## config.mk

```make
export PLATFORM = sky130hd
export DESIGN_NAME = nco_sweep_ctrl
export DESIGN_NICKNAME = d
export VERILOG_FILES = /design/src/rtl/nco_sweep_ctrl.sv
export SDC_FILE = /design/constraint.sdc
export NUM_CORES = 1
export LEC_CHECK = 0
export ABC_AREA = 1
export BUFFER_PORTS_ARGS = -buffer_cell sky130_fd_sc_hd__buf_4
export CAP_MARGIN = 0
export CELL_PAD_IN_SITES_DETAIL_PLACEMENT = 0
export CELL_PAD_IN_SITES_GLOBAL_PLACEMENT = 1
export CORE_ASPECT_RATIO = 0.5
export CORE_MARGIN = 2
export CORE_UTILIZATION = 42
export DETAILED_ROUTE_END_ITERATION = 8
export GPL_TIMING_DRIVEN = 0
export PLACE_DENSITY = 0.85
export RECOVER_POWER = 50
export SYNTH_ARGS = -nofsm -noshare
export SYNTH_HDL_FRONTEND = slang
export SYNTH_SLANG_ARGS = --single-unit
```

## constraint.sdc

```tcl
create_clock -name i_clk -period 2.1 [get_ports i_clk]
set_input_delay 0 -clock i_clk [delete_from_list [all_inputs] [get_ports i_clk]]
set_output_delay 0 -clock i_clk [all_outputs]
set_load 0.005 [all_outputs]
```

## src/rtl/nco_sweep_ctrl.sv

```systemverilog
// Frequency-sweep sequencer for an NCO: steps a frequency word through num_steps values, each held dwell cycles.
// First step word and strobe appear one cycle after i_start is sampled; no backpressure, outputs are registered.
module nco_sweep_ctrl #(
    parameter int STEP_W  = 10,
    parameter int DWELL_W = 20
) (
    input  logic               i_clk,
    input  logic               i_rst_n,
    input  logic               i_start,
    input  logic               i_stop,
    input  logic               i_cont,
    input  logic [STEP_W-1:0]  i_start_step,
    input  logic [STEP_W-1:0]  i_step_inc,
    input  logic [3:0]         i_num_steps,
    input  logic [DWELL_W-1:0] i_dwell,
    output logic [STEP_W-1:0]  o_freq_step,
    output logic [3:0]         o_step_idx,
    output logic               o_step_strobe,
    output logic               o_busy,
    output logic               o_done
);

    typedef enum logic [1:0] {
        IDLE  = 2'd0,
        DWELL = 2'd1,
        DONE  = 2'd2
    } state_t;

    state_t             state_q;
    logic [STEP_W-1:0]  freq_q;
    logic [STEP_W-1:0]  start_q;
    logic [STEP_W-1:0]  inc_q;
    logic [3:0]         idx_q;
    logic [3:0]         last_idx_q;
    logic [DWELL_W-1:0] cnt_q;
    logic [DWELL_W-1:0] dwell_last_q;
    logic               cont_q;
    logic               strobe_q;
    logic               busy_q;
    logic               done_q;

    logic [3:0]         last_idx_d;
    logic [DWELL_W-1:0] dwell_last_d;
    logic               expiry;
    logic               last_step;

    // Config is latched as terminal values (count-1) so zero requests collapse to one.
    always_comb begin
        last_idx_d   = (i_num_steps == 4'd0) ? 4'd0 : i_num_steps - 4'd1;
        dwell_last_d = (i_dwell == '0) ? '0 : i_dwell - DWELL_W'(1);
    end

    assign expiry    = (cnt_q == dwell_last_q);
    assign last_step = (idx_q == last_idx_q);

    always_ff @(posedge i_clk or negedge i_rst_n) begin
        if (!i_rst_n) begin
            state_q      <= IDLE;
            freq_q       <= '0;
            start_q      <= '0;
            inc_q        <= '0;
            idx_q        <= '0;
            last_idx_q   <= '0;
            cnt_q        <= '0;
            dwell_last_q <= '0;
            cont_q       <= 1'b0;
            strobe_q     <= 1'b0;
            busy_q       <= 1'b0;
            done_q       <= 1'b0;
        end else begin
            strobe_q <= 1'b0;
            done_q   <= 1'b0;
            case (state_q)
                IDLE: begin
                    if (i_start) begin
                        start_q      <= i_start_step;
                        inc_q        <= i_step_inc;
                        last_idx_q   <= last_idx_d;
                        dwell_last_q <= dwell_last_d;
                        cont_q       <= i_cont;
                        freq_q       <= i_start_step;
                        idx_q        <= '0;
                        cnt_q        <= '0;
                        strobe_q     <= 1'b1;
                        busy_q       <= 1'b1;
                        state_q      <= DWELL;
                    end
                end
                DWELL: begin
                    // Abort wins over expiry and leaves the tone where it is.
                    if (i_stop) begin
                        busy_q  <= 1'b0;
                        state_q <= IDLE;
                    end else if (!expiry) begin
                        cnt_q <= cnt_q + DWELL_W'(1);
                    end else if (!last_step) begin
                        freq_q   <= freq_q + inc_q;
                        idx_q    <= idx_q + 4'd1;
                        cnt_q    <= '0;
                        strobe_q <= 1'b1;
                    end else if (cont_q) begin
                        freq_q   <= start_q;
                        idx_q    <= '0;
                        cnt_q    <= '0;
                        strobe_q <= 1'b1;
                    end else begin
                        cnt_q   <= '0;
                        busy_q  <= 1'b0;
                        done_q  <= 1'b1;
                        state_q <= DONE;
                    end
                end
                DONE: begin
                    state_q <= IDLE;
                end
                default: begin
                    state_q <= IDLE;
                end
            endcase
        end
    end

    assign o_freq_step   = freq_q;
    assign o_step_idx    = idx_q;
    assign o_step_strobe = strobe_q;
    assign o_busy        = busy_q;
    assign o_done        = done_q;

endmodule
```

==> impl_metrics.toml <==
[power]
p_per_area_nw_per_um2 = 1190
ir_drop_mv = 0.462
total_power_uw = 7800
leakage_uw = 0.00321

[yosys]
ys_seq_elements = 84
synth_cell_types = 34
async_flop_share_pct = 100
synth_area_leaders = "dfrtp_1, nand2_1, nor2_1, xor2_1, nand3_1"
syn_area_per_cell_um2 = 7.25
synth_warnings = 0
synth_area_leader_cell = "dfrtp_1"
netlist_instances = 708
synth_top_area_share_pct = 40.9
synth_common_cells = "nand2_1, dfrtp_1, nor2_1, inv_1, nand3_1"
synth_area_um2 = 5130
synth_edf_count = 0
syn_nets = 771
yosysMostFrequentCell = "nand2_1"
synth_flop_cell = "dfrtp_1"
ys_seq_area_share_pct = 40.9

[critical_path]
worstSetupStartpointType = "flop"
required_ps = 2340
path_class = "reg -> reg"
crit_fanout = 3
critPathArrivalTime_ps = 2210
end_kind = "flop"

[grt]
grt_pass1_wl_um = 22600
overflow = 0
grt_max_degree = 85
grt_antenna_before_repair = 0
grt_pass1_vias = 4640
grt.total_usage_pct = 22.2

[routing]
wl_per_cell_um = 13.7
final_antenna_net_count = 0
viasPerCell = 4.91
drc = 0
vias = 4889
drt_pass1_iterations = 5
drt_iter0_drc = 290
drt_wl_total_um = 13700

[clocking]
clock-sinks = 84
cts_tree = "yes"
clk_path_buf_depth = 2
cts-buffers-inserted = 9
clock_latency_ps = 350
clk_pin_slew_ps = 60
cts-root-buf = "clkbuf_16"
h-tree-depth = 3

[sta]
period_needed_ps = 1970
max_freq_mhz = 508
hold_slack_ps = -3.69
finalHoldViolations = 1
tightest_slew_ps = 1180
tns_ps = 0
fin_crit_sh_pct = 93.7
slew_headroom_pct = 21.5
setup-violations-final = 0
clock_skew_ps = 6.94
slew_violations = 0
rsz0062_at_grt = "false"

[floorplan]
start_util_pct = 43.2
die_h_um = 82.2
core_area_um2 = 11900
ios = 66
die-area_um2 = 13200
die_x_um = 160
num_rows = 28

[placement]
port_buffers = 65
dpl_cell_area_um2 = 5830
placed_cells = 938
place.gp.congestion = 0.883
hpwlAfterDp_um = 9910

[finish]
multiInputGateArea_um2 = 2680
final_area_um2 = 6560
syn_to_final_growth_pct = 27.7
seq_area_um2 = 2100
diodes = 0
drive_gt1_share_pct = 13.2
finalNonFillerCells = 996
fill_cells = 1131
nNetsFinal = 889
fin_util_pct = 55.2

[status]
violations = "hold timing"
status = "finished, violations left"

[flow_run]
drv_cap = 0

[hold_path]
holdCritPathClass = "in -> reg"
[logic make-up (layout without fill, tap and decap cells)]
logic type                 Yosys count  after routing  synth area share [%]
adders and majority gates           14             14                  3.56
AOI/OAI and AO/OA                   68             68                  7.14
buffers and inverters               87            210                  7.12
xor gates and xnor gates            44             44                  7.80
DFF                                 84             84                  40.9
and+or+nand+nor                    411            411                  33.4
[final cells by class]
class / instances / share of cell area [%]
multi-input combinational: 537 / 40.8
sequential: 84 / 32.1
timing repair buffer: 107 / 13.9
inverter: 66 / 3.78
clock buffer: 10 / 3.49
tap: 165 / 3.15
buffer: 21 / 1.83
clock inverter: 6 / 0.993
[where the power goes]
group          leakage (uW)  internal, uW  switching [uW]
logic               0.00199          1420            2150
registers           0.00108          2210             438
clock network      0.000142           921             665
total               0.00321          4550            3250
[stage by stage]
step,worst slack (ps),hold slack [ps]
2_1_floorplan,310,-296
3_3_place_gp,21.1,202
3_5_place_dp,39.7,204
4_1_cts,18.1,2.81
5_1_grt,7.09,20.7
6_report,133,-3.69
[critical path, stage by stage (launching register included)]
cell and delay (ps):
dfrtp_1 410, ha_2 230, fa_2 360, nand3_1 110, nand3_2 100, nand3_1 100
nand2_1 60, nand2_1 60, nand3_1 90, nand2_1 70, o21ai_0 110, nand2_1 110
nand2_1 50
[layer usage]
layer / vias up / wire length, um / track usage [%]
met5: - / 0 / 0
met4: 0 / 197 / 6.40
met3: 17 / 728 / 4.90
met2: 109 / 6150 / 37.4
met1: 2277 / 6570 / 29.4
li1: 2486 / - / -
[timing repair]
action,4_1_cts,5_1_grt
endpoints found under the hold margin,128,0
hold buffers,42,0
setup endpoints to repair,0,3
setup buffers,0,0
gates resized for setup,0,5
[worst paths after layout]
check / start / to / slack, ps / cells past startpoint
worst max-delay path: o_freq_step[0] / o_freq_step[6] / 130 / 12
worst min-delay path: i_dwell[4] / dwell_last_q[4] / -4 / 3
worst max register to register: o_freq_step[0] / o_freq_step[6] / 130 / 12
worst min register to register: start_q[7] / start_q[7] / 470 / 2
max in group asynchronous: i_rst_n / start_q[7] / 900 / 2
min in group asynchronous: i_rst_n / dwell_last_q[4] / 450 / 2
[cells in the final DEF, fill, tap and decap left out, types with 11 or more instances in the layout]
cell type,count
nor2_1,82
dfrtp_1,84
buf_4,48
xnor2_1,13
clkbuf_1,12
dlygate4sd3_1,42
a21oi_1,11
xor2_1,29
o22ai_1,11
ha_1,12
o21ai_0,40
nand4_1,14
nand3_1,49
inv_1,60
clkbuf_4,19
nand2_1,243
[state kept, by name (all words and copies together) (netlist names)]
signal and flops:
start_q 10, o_done 1, inc_q 10, o_busy 1, o_step_strobe 1, state_q 2
cnt_q 20, last_idx_q 4, cont_q 1, o_step_idx 4, o_freq_step 10, dwell_last_q 20
(Power assumes the default switching activity.)
